$ cat src/rtl/mcc_pkg.sv
// Shared types and constants for the multi-cycle controller.
package mcc_pkg;

    // Sequencer states.
    typedef enum logic [2:0] {
        StIdle,
        StFetch,
        StDecode,
        StExec,
        StMem,
        StWb,
        StError
    } state_e;

    // Instruction classes taken from instr[11:10].
    typedef enum logic [1:0] {
        ClsDpReg = 2'b00,
        ClsDpImm = 2'b01,
        ClsLdr   = 2'b10,
        ClsStr   = 2'b11
    } cls_e;

    localparam logic [1:0] AluAdd = 2'b00;
    localparam logic [1:0] ImmDp  = 2'b00;
    localparam logic [1:0] ImmMem = 2'b01;
    localparam logic [3:0] PcIdx  = 4'hF;

    // Decoded control bundle handed from the decoder to the sequencer.
    typedef struct packed {
        cls_e       cls;
        logic [1:0] reg_src;
        logic [1:0] imm_src;
        logic       alu_src;
        logic [1:0] alu_ctrl;
        logic       mem_to_reg;
        logic       pc_dest;
    } ctrl_t;

endpackage

$ cat src/rtl/mcc_decoder.sv
// Combinational instruction decode into the datapath control bundle.
module mcc_decoder
    import mcc_pkg::*;
(
    input  logic [11:0] instr_i,
    output ctrl_t       ctrl_o
);

    cls_e cls;
    logic unused_instr;

    assign cls          = cls_e'(instr_i[11:10]);
    // Bits [9:6] carry operand fields the controller does not look at.
    assign unused_instr = ^instr_i[9:6];

    // Map the instruction class onto datapath controls.
    always_comb begin
        ctrl_o            = '0;
        ctrl_o.cls        = cls;
        ctrl_o.pc_dest    = (instr_i[5:2] == PcIdx);
        unique case (cls)
            ClsDpReg: begin
                ctrl_o.alu_src  = 1'b0;
                ctrl_o.imm_src  = ImmDp;
                ctrl_o.alu_ctrl = instr_i[1:0];
            end
            ClsDpImm: begin
                ctrl_o.alu_src  = 1'b1;
                ctrl_o.imm_src  = ImmDp;
                ctrl_o.alu_ctrl = AluAdd;
            end
            ClsLdr: begin
                ctrl_o.alu_src    = 1'b1;
                ctrl_o.imm_src    = ImmMem;
                ctrl_o.alu_ctrl   = AluAdd;
                ctrl_o.mem_to_reg = 1'b1;
            end
            ClsStr: begin
                ctrl_o.alu_src  = 1'b1;
                ctrl_o.imm_src  = ImmMem;
                ctrl_o.alu_ctrl = AluAdd;
                // Second read port must fetch the store data register.
                ctrl_o.reg_src  = 2'b10;
            end
        endcase
    end

endmodule

$ cat src/rtl/multicycle_controller.sv
// Multi-cycle sequencer for the 12-bit ARM-style datapath: FSM, memory
// handshakes, NZCV flags, timeout watchdog and retired-instruction counter.
module multicycle_controller
    import mcc_pkg::*;
#(
    parameter int unsigned TIMEOUT  = 16,
    parameter int unsigned RETIRE_W = 16
) (
    input  logic                clk,
    input  logic                reset,
    input  logic                run,
    input  logic [11:0]         instr,
    input  logic [3:0]          alu_flags,
    output logic                imem_req,
    input  logic                imem_ready,
    output logic                dmem_req,
    output logic                dmem_we,
    input  logic                dmem_ready,
    output logic                ir_write,
    output logic                pc_write,
    output logic [1:0]          RegisterSrc,
    output logic                RegisterWrite,
    output logic [1:0]          ImmSrc,
    output logic                ALUSrc,
    output logic [1:0]          ALUControl,
    output logic                MemorytoRegister,
    output logic                PCSrc,
    output logic [3:0]          flags,
    output logic                busy,
    output logic                bus_error,
    output logic [RETIRE_W-1:0] retired
);

    localparam int unsigned     CntW    = (TIMEOUT > 1) ? $clog2(TIMEOUT) : 1;
    localparam logic [CntW-1:0] WaitLim = CntW'(TIMEOUT - 1);

    state_e              state_q, state_d;
    logic [CntW-1:0]     wait_q, wait_d;
    logic [3:0]          flags_q, flags_d;
    logic [RETIRE_W-1:0] retired_q, retired_d;
    ctrl_t               ctrl;
    logic                drive_ctrl;

    mcc_decoder u_decoder (
        .instr_i (instr),
        .ctrl_o  (ctrl)
    );

    assign flags     = flags_q;
    assign retired   = retired_q;
    assign busy      = (state_q != StIdle) && (state_q != StError);

    // State, watchdog, flags and retire counter registers.
    always_ff @(posedge clk or negedge reset) begin
        if (!reset) begin
            state_q   <= StIdle;
            wait_q    <= '0;
            flags_q   <= '0;
            retired_q <= '0;
        end else begin
            state_q   <= state_d;
            wait_q    <= wait_d;
            flags_q   <= flags_d;
            retired_q <= retired_d;
        end
    end

    // Next-state logic and all control outputs.
    always_comb begin
        state_d          = state_q;
        // Any cycle outside a wait state zeroes the counter, so FETCH/MEM entry starts at 0.
        wait_d           = '0;
        flags_d          = flags_q;
        retired_d        = retired_q;
        drive_ctrl       = 1'b0;
        imem_req         = 1'b0;
        dmem_req         = 1'b0;
        dmem_we          = 1'b0;
        ir_write         = 1'b0;
        pc_write         = 1'b0;
        RegisterWrite    = 1'b0;
        PCSrc            = 1'b0;
        bus_error        = 1'b0;
        RegisterSrc      = 2'b00;
        ImmSrc           = 2'b00;
        ALUSrc           = 1'b0;
        ALUControl       = 2'b00;
        MemorytoRegister = 1'b0;

        unique case (state_q)
            StIdle: begin
                if (run) state_d = StFetch;
            end
            StFetch: begin
                imem_req = 1'b1;
                // Ready on the limit cycle still wins over the timeout.
                if (imem_ready) begin
                    ir_write = 1'b1;
                    state_d  = StDecode;
                end else if (wait_q == WaitLim) begin
                    state_d = StError;
                end else begin
                    wait_d = wait_q + 1'b1;
                end
            end
            StDecode: begin
                drive_ctrl = 1'b1;
                state_d    = StExec;
            end
            StExec: begin
                drive_ctrl = 1'b1;
                if (ctrl.cls == ClsDpReg) flags_d = alu_flags;
                state_d = (ctrl.cls == ClsLdr || ctrl.cls == ClsStr) ? StMem : StWb;
            end
            StMem: begin
                drive_ctrl = 1'b1;
                dmem_req   = 1'b1;
                dmem_we    = (ctrl.cls == ClsStr);
                if (dmem_ready) begin
                    if (ctrl.cls == ClsStr) begin
                        pc_write  = 1'b1;
                        retired_d = retired_q + 1'b1;
                        state_d   = run ? StFetch : StIdle;
                    end else begin
                        state_d = StWb;
                    end
                end else if (wait_q == WaitLim) begin
                    state_d = StError;
                end else begin
                    wait_d = wait_q + 1'b1;
                end
            end
            StWb: begin
                drive_ctrl    = 1'b1;
                RegisterWrite = 1'b1;
                pc_write      = 1'b1;
                PCSrc         = ctrl.pc_dest;
                retired_d     = retired_q + 1'b1;
                state_d       = run ? StFetch : StIdle;
            end
            StError: begin
                bus_error = 1'b1;
            end
            default: begin
                state_d = StIdle;
            end
        endcase

        if (drive_ctrl) begin
            RegisterSrc      = ctrl.reg_src;
            ImmSrc           = ctrl.imm_src;
            ALUSrc           = ctrl.alu_src;
            ALUControl       = ctrl.alu_ctrl;
            MemorytoRegister = ctrl.mem_to_reg;
        end
    end

endmodule
$ cat config.mk
export PLATFORM = sky130hd
export DESIGN_NAME = multicycle_controller
export DESIGN_NICKNAME = d
export VERILOG_FILES = /design/src/rtl/mcc_pkg.sv /design/src/rtl/mcc_decoder.sv /design/src/rtl/multicycle_controller.sv
export SDC_FILE = /design/constraint.sdc
export NUM_CORES = 1
export LEC_CHECK = 0
export ABC_AREA = 1
export BUFFER_PORTS_ARGS = -buffer_cell sky130_fd_sc_hd__buf_2
export CAP_MARGIN = 20
export CELL_PAD_IN_SITES_DETAIL_PLACEMENT = 0
export CELL_PAD_IN_SITES_GLOBAL_PLACEMENT = 2
export CORE_MARGIN = 10
export CORE_UTILIZATION = 26
export CTS_CLUSTER_DIAMETER = 200
export DETAILED_ROUTE_END_ITERATION = 8
export HOLD_SLACK_MARGIN = 0.12
export PLACE_DENSITY = 0.9
export REMOVE_ABC_BUFFERS = 1
export SKIP_CTS_REPAIR_TIMING = 1
export SLEW_MARGIN = 30
export SYNTH_ARGS = -nofsm -noshare
export SYNTH_HDL_FRONTEND = slang
export SYNTH_HIERARCHICAL = 1
export SYNTH_SLANG_ARGS = --single-unit
$ cat constraint.sdc
create_clock -name clk -period 2 [get_ports clk]
set_clock_uncertainty 0.2 [all_clocks]
set_input_delay 0.4 -clock clk [delete_from_list [all_inputs] [get_ports clk]]
set_output_delay 0.4 -clock clk [all_outputs]
set_load 0.05 [all_outputs]
Yosys cells after proc, flatten, opt, wreduce, memory -nomap -nowiden. Cells that the tools add are included.

Flip-flop bits (word level): 27. Bits of input ports: 21. Logic and storage cells: 68.

Add/sub/neg operators: 2. Equal/unequal tests: 15. Muxes and demuxes: 35. Bitwise operators: 1. Reductions and logical operators: 11.

Operators with widths (count): $mux W16 (2); $pmux W16 S2 (1); $pmux W3 S7 (1); $add A16 B1 Y16 const B (1); $mux W1 (16); $mux W3 (5); $pmux W5 S3 (1); $mux W4 (3); $eq A3 B3 Y1 const B (3); $eq A4 B4 Y1 const B (2); $mux W2 (4); $pmux W4 S2 (1); $eq A3 B2 Y1 const B (2); $ne A2 B2 Y1 const B (3); $add A4 B1 Y4 const B (1); $eq A2 B2 Y1 const B (2); $reduce_and A2 Y1 (2); $reduce_or A4 Y1 (1); $eq A3 B1 Y1 const B (1); $logic_not A3 Y1 (1); $ne A3 B3 Y1 const B (1); $reduce_and A3 Y1 (1); $reduce_bool A3 Y1 (1); $eq A2 B1 Y1 const B (1); 7 further kinds (7).

Longest topological paths before layout. Gate-level depths: netlist of run 1.

Word-level depth: 4. Mapped depth: 9.

Modules after synthesis. Netlist of run 1, hierarchy kept.

Modules (own cells, without submodules): multicycle_controller (instances 1, cells an instance 212, area an instance 1557.7 um2, sequential area each 675.6 um2); mcc_decoder (instances 1, cells an instance 19, area an instance 88.8 um2, sequential area each 0.0 um2).

Least setup slack after synthesis of run 1. Ideal clock, no wire load.

Path kind: register to output. Start: reg state_q[0]. End: out ALUControl[0]. Arrival time: 1894 ps. Data required time: 1400 ps. Setup slack: -494 ps. Cell stages (with the launch flop): 4. Buffers on the path: 0. Cell sequence: dfrtp_1 nor3_4 nor3b_2 nor2_1.

Cells in the longest elaborated chain, start to end: 4. Elaborated cells between the ends (all ways): 7.

Ends and longest elaborated chain: start, declared (line multicycle_controller.sv:37) `state_e state_q, state_d;`; start signal, assigned (line multicycle_controller.sv:56) `state_q <= StIdle;`; start signal, assigned (line multicycle_controller.sv:61) `state_q <= state_d;`; $eq A3 B3 Y1 or $eq A3 B2 Y1 (tied branches) (line multicycle_controller.sv:90) `unique case (state_q)`; $reduce_or A4 Y1 (no source line) (*); $mux W1 (*) (line multicycle_controller.sv:90); $mux W2 (*) (line multicycle_controller.sv:149) `if (drive_ctrl) begin`; end, declared (line multicycle_controller.sv:25) `output logic [1:0] ALUControl,`.

Mark *: on every way between the ends. The rest lies on a longest branch, timed or not.

Worst setup path in the final report of run 1.
Start: reg state_q[2]. End: out ALUControl[1].

The elaborated chain is that of the path after synthesis.

==> reports/metrics.cfg, run 1 <==
[placement]
hpwl_um = 3460
routabilityCongestion = 0.747
port_buffers = 51
dp_slack_ns = 0.0364

[drt]
vias_per_cell = 4.22
routed_wl_um = 4500
drt-pass1-iter-count = 4
drc = 0
vias = 1565
drtIter0Drc = 60
wl_per_cell_um = 12.1
final_antenna_net_count = 0

[power]
comb_power_share_pct = 5.5
leakage_nw = 1.18
vdd_drop_max_mv = 0.235
clkPwrFrac_pct = 34.6
netSwitchingFraction_pct = 22.7
p_sw_mw = 0.206
powerDensity_nw_per_um2 = 401
seq_power_share_pct = 59.8
p_int_mw = 0.705

[global_routing]
grt_use_total_pct = 8.33
grt.overflow.total = 0
antenna_found_initial = 0
grt_pass1_wl_um = 7020
first_global_vias = 1473
grt_start_max_net_pins = 28

[layout]
n_antenna_cell = 0
multi_input_area_um2 = 803
final-seq-area_um2 = 678
n_fill_cell = 651
syn_to_final_growth_pct = 38.1
final_layout_size_suffix_gt1_share_pct = 32.8
final_nets = 320
fin_util_pct = 37.7

[clock_network]
clkSinkCount = 27
cts_buffers = 3
htreeDepth = 1
clk_latency_ns = 0.28
cts_root_buf = clkbuf_8
clock_path_buffers = 2
clk_pin_slew_worst_paths_ns = 0.10
cts_tree = done

[setup_path]
arrival_ns = 1.60
worstPathRequired_ns = 1.40
path_depth = 6
slowest_stage = dfrtp_1
path_buf_inv = 3
crit_fanout = 7
critical_path.top_delay_family = simple AND/OR/NAND/NOR gates
startpoint_type = flip-flop
worstPathCellList = inv_2, nor3_4, buf_6, nor3b_4, nor2_1, buf_6
reg2regPathDepth = 8
end_kind = output pin
path_class = reg2out
cp_common_cell = buf_6
slowest_delay_ns = 0.41

[sta]
rsz0062_at_grt = true
finalSetupViolCount = 9
setup_slack_ns = -0.204
max_slew_margin_pct = 39.7
period_minus_slack_ns = 2.20
tightest_slew_ns = 0.902
fmax_mhz = 454
fin_hold_ws_ns = 0.152
hold_viol_final = 0
finalMaxSlewViolations = 0
post-route-period-util_pct = 110

[synthesis]
synth_cell_type_count = 25
yosysWarnings = 6
syn-cell-area_um2 = 1650
synth.most_common_cell = nand2_1
ys_seq_elements = 27
yosysTopAreaCell = dfrtp_1
synth_edf_count = 0
async_flop_share_pct = 100
ys_seq_area_share_pct = 41.0
synth_top_area_share_pct = 41.0
netlist_top_cells_area = dfrtp_1 (41%), nand2_1 (14%), nor2_1 (9.3%)
synth-main-ff-cell = dfrtp_1
synth_cells = 231
avgSynthCellArea_um2 = 7.13
synth_top_cells_by_count = nand2_1 (60), nor2_1 (41), inv_1 (38)

[worst_hold_path]
hp-class = in2reg
hold_path_depth = 3

[die]
fp.dieW_um = 99.6
dieArea_um2 = 9920
die_h_um = 99.6
start_util_pct = 27.3
ioPinCount = 58
rows = 28
core_um2 = 6030

[outcome]
violations = setup timing
status = finished, violations left

[job]
maxCapViolCount = 0

[final timing paths]
path / from / to / slack (ns)
worst max-delay path: state_q[2] / ALUControl[1] / -0.20
worst min-delay path: alu_flags[1] / flags[1] / 0.15
worst max register to register: state_q[2] / retired[7] / 0.14
worst min register to register: wait_q[0] / wait_q[0] / 0.28
max in group asynchronous: reset / state_q[0] / 0.67
min in group asynchronous: reset / retired[12] / 0.47
[logic make-up after synthesis]
kind of cell / share of synthesized area (%)
buffers and inverters: 13.7
adders and majority gates: 1.52
xor gates and xnor gates: 5.85
AOI/OAI and AO/OA: 4.79
DFF: 41.0
other: 0.228
and+or+nand+nor: 32.9
[flip-flops by register name (all words and copies together) (netlist names)]
| register | cells |
|---|---|
| flags | 4 |
| state_q | 3 |
| wait_q | 4 |
| retired | 16 |
[cells in the final DEF (no fill, tap or decap), types with 2 or more instances in the layout]
| cell type | count |
|---|---|
| a21oi_1 | 2 |
| buf_2 | 38 |
| buf_4 | 12 |
| buf_6 | 16 |
| clkbuf_8 | 3 |
| conb_1 | 2 |
| dfrtp_1 | 25 |
| dfrtp_2 | 2 |
| ha_1 | 2 |
| inv_1 | 37 |
| inv_2 | 5 |
| nand2_1 | 59 |
| nand2_4 | 2 |
| nand3_1 | 9 |
| nand3_2 | 2 |
| nand4_1 | 7 |
| nor2_1 | 35 |
| nor2_2 | 5 |
| nor2_4 | 2 |
| nor3_1 | 2 |
| o21ai_0 | 4 |
| o21ai_2 | 4 |
| xnor2_1 | 6 |
| xor2_1 | 5 |
[layer usage]
layer  share of wire, %  wire (um)  global-route usage [%]  up-vias
met5                  0          0                       0        -
met4               0.13          6                    1.65        0
met3                4.8        216                    2.15        3
met2                 53       2380                    15.2       26
met1                 42       1900                    9.51      708
li1                   -          -                       -      828
[worst reg2reg max path, cell delays in order (launching register included)]
cell and delay [ns]:
dfrtp_1 0.41, inv_2 0.08, nor3_4 0.29, nand2_1 0.14, nand2_4 0.13, buf_6 0.18, inv_1 0.11, o21ai_0 0.16
nand2_1 0.06
[layout make-up]
class / instances / area share [%]
flip-flops and latches: 27 / 29.8
multi-input cells: 154 / 35.3
repair buffers: 68 / 21.4
clock inverters: 1 / 0.220
clock buffers: 3 / 1.82
inverters: 43 / 7.32
well taps: 75 / 4.13
[through the flow]
stage / area (um2) / std cells / setup TNS [ns] / total power [mW]
after CTS: 2040 / 362 / -2.38 / 0.933
after detailed placement: 2000 / 358 / 0 / 0.605
after floorplan: 1590 / 224 / -6.60 / 0.572
after global routing: 2270 / 371 / -2.38 / 0.964
final: 2270 / 371 / -1.23 / 0.912
after global placement: 2000 / 358 / 0 / 0.605
[power by group through the flow]
| stage | clock network, mW | logic [mW] | registers (mW) |
|---|---|---|---|
| 2_1_floorplan | 0 | 0.0155 | 0.556 |
| 3_5_place_dp | 0 | 0.0487 | 0.556 |
| 3_3_place_gp | 0 | 0.0490 | 0.556 |
| 5_1_grt | 0.360 | 0.0589 | 0.546 |
| 6_report | 0.316 | 0.0505 | 0.545 |
| 4_1_cts | 0.338 | 0.0489 | 0.546 |
(Power assumes the default switching activity.)
==> run 2: changes to the inputs <==
Clock period 2 ns to 2.1 ns, I/O delays scaled along.
==> run 2 against run 1 <==
  * The run still ends with setup timing left
  * Die area did not move
  * Cell count down 1.9%
  * Global-route usage down 0.22 points
  * Final area fell by 5.1%
  * Total power decreased by 3.8%
  * Via count shrank 0.96%
  * Combinational power fell by 9.3%
  * Critical path type unchanged
  * Largest power group unchanged
  * Clock power is 1% lower
==> reports/metrics.cfg, run 2 (same netlist as run 1, synthesis figures left out) <==
[sta]
finalMaxSlewViolations = 0  ; unchanged
period_minus_slack_ns = 2.20
post-route-period-util_pct = 105
fmax_mhz = 454
fin_hold_ws_ns = 0.171  ; +0.0197 ns
rsz0062_at_grt = true
tns_ns = -0.543  ; +0.684 ns
max_slew_margin_pct = 38.7  ; -0.97 points
hold_viol_final = 0  ; unchanged
tightest_slew_ns = 0.916  ; +0.0145 ns
finalSetupViolCount = 9  ; unchanged
setup_slack_ns = -0.104  ; +0.0996 ns

[setup_path]
slowest_stage = dfrtp_1
path_class = reg2out
slowest_delay_ns = 0.44  ; +0.03 ns
path_buf_inv = 2  ; -1
worstPathRequired_ns = 1.48  ; +0.08 ns
worstPathCellList = inv_4, nor3_4, nor3b_4, nor2_1, buf_4
critical_path.top_delay_family = simple AND/OR/NAND/NOR gates
startpoint_type = flip-flop
arrival_ns = 1.58  ; -0.02 ns
end_kind = output pin
crit_fanout = 7  ; unchanged

[power]
powerDensity_nw_per_um2 = 407  ; +1.4%
clkPwrFrac_pct = 35.6  ; +1.0 points
comb_power_share_pct = 5.2  ; -0.3 points
p_int_mw = 0.670  ; -5.0%
seq_power_share_pct = 59.2  ; -0.6 points
leakage_nw = 1.13  ; -3.9%
vdd_drop_max_mv = 0.228  ; -2.8%
netSwitchingFraction_pct = 23.6  ; +0.98 points
p_sw_mw = 0.207  ; +0.39%

[drt]
vias = 1550  ; -0.96%
vias_per_cell = 4.26  ; +0.95%
drtIter0Drc = 53  ; -12%
drt-pass1-iter-count = 5  ; +1
routed_wl_um = 4350  ; -3.4%
wl_per_cell_um = 11.9  ; -1.6%
final_antenna_net_count = 0  ; unchanged
drc = 0  ; unchanged

[clock_network]
clkSinkCount = 27  ; unchanged
clk_pin_slew_worst_paths_ns = 0.10  ; about the same
cts_tree = done
cts_buffers = 3  ; unchanged
clk_latency_ns = 0.28  ; about the same
cts_root_buf = clkbuf_8
clock_path_buffers = 2  ; unchanged
htreeDepth = 1  ; unchanged

[layout]
fin_cells = 364  ; -1.9%
final_layout_size_suffix_gt1_share_pct = 29.4  ; -3.4 points
final_cell_mix = nand2_1 (60), buf_2 (39), inv_1 (37), nor2_1 (36), dfrtp_1 (26)
layout_commonest_cell = nand2_1
syn_to_final_growth_pct = 31.0
final_nets = 313  ; -2.2%
largest_reg_flops = 16  ; unchanged
fin_util_pct = 35.8  ; -1.9 points
n_antenna_cell = 0  ; unchanged

[global_routing]
grt.overflow.total = 0  ; unchanged
met3_usage_pct = 1.45  ; -0.69 points
antenna_found_initial = 0  ; unchanged
grt.busiest_layer = met2
grt_pass1_wl_um = 6780  ; -3.5%
grt_use_total_pct = 8.11  ; -0.22 points
grtUsageMet2_pct = 13.5  ; -1.7 points
use_met1_pct = 10.0  ; +0.51 points
first_global_vias = 1381  ; -6.2%
grt_start_max_net_pins = 28  ; unchanged

[placement]
port_buffers = 51  ; unchanged
dp_slack_ns = 0.133  ; +0.0970 ns
placed_cells = 355  ; -0.84%
routabilityCongestion = 0.740  ; -1.0%
hpwl_um = 3360  ; -2.8%

[outcome]
violations = setup timing
status = finished, violations left

[die]
start_util_pct = 27.3  ; unchanged
die_h_um = 99.6  ; unchanged
ioPinCount = 58  ; unchanged
fp.dieW_um = 99.6  ; unchanged
rows = 28  ; unchanged
core_um2 = 6030  ; unchanged
dieArea_um2 = 9920  ; unchanged

[worst_hold_path]
hp-class = in2reg

[job]
maxCapViolCount = 0  ; unchanged

-- run 2: power groups by stage --
stage	registers, mW	clock network, mW	logic, mW
finish	0.519	0.312	0.0458
global route	0.520	0.350	0.0529
CTS	0.520	0.332	0.0446
detailed placement	0.530	0	0.0444
global placement	0.530	0	0.0442
floorplan	0.530	0	0.0148
-- run 2: tightest hold or removal path, stage by stage --
cell and delay (ns):
buf_2 0.10, inv_1 0.05, o21ai_2 0.05
-- run 2: path summary, 6_finish.rpt --
kind	startpoint	endpoint	slack, ns	cells after the start
setup / recovery	state_q[2]	MemorytoRegister	-0.10	5
hold / removal	alu_flags[1]	flags[1]	0.17	3
setup reg to reg	state_q[2]	retired[7]	0.16	9
hold reg to reg	flags[3]	flags[3]	0.28	2
max in group asynchronous	reset	state_q[1]	0.75	2
min in group asynchronous	reset	retired[8]	0.49	2
-- run 2: metal layers --
| layer | up-vias | part of all wire (%) |
|---|---|---|
| met4 | 0 | 1.5 |
| li1 | 811 | - |
| met5 | - | 0 |
| met2 | 32 | 51 |
| met3 | 5 | 4.6 |
| met1 | 702 | 43 |
-- run 2: final cells by class --
class | instances | area (um2)
clock buffers | 3 | 41.3
flip-flops and latches | 27 | 677
fillers | 684 | 3870
multi-input cells | 154 | 768
clock inverters | 1 | 5.00
well taps | 75 | 93.8
repair buffers | 61 | 408
inverters | 43 | 164
-- run 2: metrics by stage --
| step | power (mW) | cell area (um2) |
|---|---|---|
| 3_3_place_gp | 0.574 | 1970 |
| 2_1_floorplan | 0.545 | 1590 |
| 4_1_cts | 0.896 | 2020 |
| 6_report | 0.877 | 2160 |
| 5_1_grt | 0.922 | 2160 |
| 3_5_place_dp | 0.574 | 1970 |
==> run 3: changes to the inputs <==
Clock period 2.1 ns to 2.5 ns, I/O delays scaled along.
==> run 3 against run 2 <==
  * The flow now finishes without violations
  * Sequential share of layout area up 2.0 points
  * Critical endpoint is now pc_write
  * Sequential cell count unchanged
  * Core utilization down 2.1 points
  * First-iteration DRC count up 19%
  * Cell count down 1.4%
  * Sequential power down 16%
  * Worst hold slack better by 0.079 ns
  * Largest cell class unchanged
  * Clock-buffer cell count unchanged
  * Via count down 2.5%
  * Highest routed layer is now met3
  * Register-to-register slack better by 0.33 ns
  * Die area unchanged
==> reports/metrics.cfg, run 3 (same netlist as run 1, synthesis figures left out) <==
[sta]
period_minus_slack_ns = 2.35
finalSetupViolCount = 0  ; -9
tns_ns = 0  ; +0.543 ns
max_slew_margin_pct = 38.9  ; +0.18 points
hold_viol_final = 0  ; unchanged
setup_slack_ns = 0.155  ; +0.259 ns
fin_hold_ws_ns = 0.250  ; +0.0792 ns
finalMaxSlewViolations = 0  ; unchanged
post-route-period-util_pct = 93.8
tightest_slew_ns = 0.913  ; -0.00272 ns
fmax_mhz = 426
rsz0062_at_grt = false

[power]
finalPower_mw = 0.731  ; -17%
p_sw_mw = 0.168  ; -19%
comb_power_share_pct = 5.1  ; about the same
leakage_nw = 1.10  ; -3.0%
seq_power_share_pct = 59.7  ; +0.5 points
vdd_drop_max_mv = 0.159  ; -30%
p_int_mw = 0.562  ; -16%
powerDensity_nw_per_um2 = 360  ; -11%
netSwitchingFraction_pct = 23.0  ; -0.59 points
clkPwrFrac_pct = 35.2  ; -0.4 points

[setup_path]
arrival_ns = 1.65  ; +0.07 ns
startpoint_type = flip-flop
end_kind = output pin
path_class = reg2out
crit_fanout = 6  ; -1
worstPathRequired_ns = 1.80  ; +0.32 ns

[job]
maxCapViolCount = 0  ; unchanged

[global_routing]
grt_pass1_wl_um = 7110  ; +4.9%
grt_start_max_net_pins = 28  ; unchanged
first_global_vias = 1434  ; +3.8%
antenna_found_initial = 0  ; unchanged
grtUsageMet2_pct = 14.8  ; +1.3 points
met3_usage_pct = 2.01  ; +0.55 points
grt.overflow.total = 0  ; unchanged
grt.busiest_layer = met2
use_met1_pct = 10.1  ; +0.084 points
grt_use_total_pct = 8.40  ; +0.29 points

[layout]
final_layout_size_suffix_gt1_share_pct = 26.1  ; -3.4 points
layout_commonest_cell = nand2_1
largest_reg_flops = 16  ; unchanged
syn_to_final_growth_pct = 23.3
final_cell_mix = nand2_1 (60), buf_2 (51), nor2_1 (41), inv_1 (38), dfrtp_1 (26)
fin_cells = 359  ; -1.4%
final_nets = 308  ; -1.6%
n_antenna_cell = 0  ; unchanged
fin_util_pct = 33.7  ; -2.1 points
n_fill_cell = 664  ; -2.9%
finalInstanceArea_um2 = 2030  ; -5.9%

[clock_network]
htreeDepth = 1  ; unchanged
clock_path_buffers = 2  ; unchanged
clk_latency_ns = 0.28  ; about the same
cts_tree = done
clk_pin_slew_worst_paths_ns = 0.10  ; about the same
clkSinkCount = 27  ; unchanged
cts_buffers = 3  ; unchanged
cts_root_buf = clkbuf_8

[placement]
port_buffers = 51  ; unchanged
placed_cells = 352  ; -0.85%
routabilityCongestion = 0.719  ; -2.9%
dp_slack_ns = 0.274  ; +0.140 ns
placed_cell_area_um2 = 1950  ; -1.1%
hpwl_um = 3380  ; +0.46%

[drt]
vias = 1511  ; -2.5%
routed_wl_um = 4180  ; -3.8%
vias_per_cell = 4.21  ; -1.2%
drtIter0Drc = 63  ; +19%
drc = 0  ; unchanged
final_antenna_net_count = 0  ; unchanged
wl_per_cell_um = 11.7  ; -2.4%
drt-pass1-iter-count = 4  ; -1

[die]
core_um2 = 6030  ; unchanged
start_util_pct = 27.3  ; unchanged
ioPinCount = 58  ; unchanged
die_h_um = 99.6  ; unchanged
rows = 28  ; unchanged
dieArea_um2 = 9920  ; unchanged
fp.dieW_um = 99.6  ; unchanged

[outcome]
status = finished clean

[worst_hold_path]
hp-class = in2reg

## run 3: cell count changes in the layout (fill, tap and decap cells not counted)
cell / previous run / this run
buf_2: 39 / 51
buf_6: 8 / 0
buf_4: 9 / 4
nor2_1: 36 / 41
nor2_2: 6 / 1
buf_8: 2 / 0
clkbuf_4: 2 / 0
inv_1: 37 / 38
inv_4: 1 / 0
## run 3: final timing paths
kind / depth (start not counted) / endpoint / from / slack [ns]
worst min register to register: 1 / wait_q[0] / wait_q[0] / 0.27
max in group asynchronous: 2 / state_q[1] / reset / 1.07
worst max-delay path: 5 / pc_write / state_q[0] / 0.15
min in group asynchronous: 2 / retired[8] / reset / 0.57
worst min-delay path: 3 / flags[3] / alu_flags[3] / 0.25
worst max register to register: 8 / retired[7] / state_q[0] / 0.49
## run 3: metal layers
layer / wire length [um] / vias up
li1: - / 795
met1: 1870 / 683
met2: 2130 / 33
met3: 190 / 0
met4: 0 / 0
met5: 0 / -
## run 3: final cells by class
type	instances	area [um2]	area share, %
multi-input cells	154	756	37.2
flip-flops and latches	27	677	33.4
repair buffers	56	295	14.5
inverters	43	161	7.95
well taps	75	93.8	4.62
clock buffers	3	41.3	2.03
clock inverters	1	5.00	0.247
## run 3: power by group through the flow
| stage | logic, mW | clock network (mW) | registers (mW) |
|---|---|---|---|
| 4_1_cts | 0.0375 | 0.267 | 0.436 |
| 5_1_grt | 0.0445 | 0.279 | 0.436 |
| 2_1_floorplan | 0.0124 | 0 | 0.445 |
| 6_report | 0.0374 | 0.257 | 0.436 |
| 3_5_place_dp | 0.0374 | 0 | 0.445 |
| 3_3_place_gp | 0.0372 | 0 | 0.445 |
## run 3: critical path, stage by stage (launching register included)
cell     delay, ns
dfrtp_1       0.39
buf_4         0.17
nor3_4        0.31
nand2_1       0.12
nand2_2       0.11
buf_2         0.28
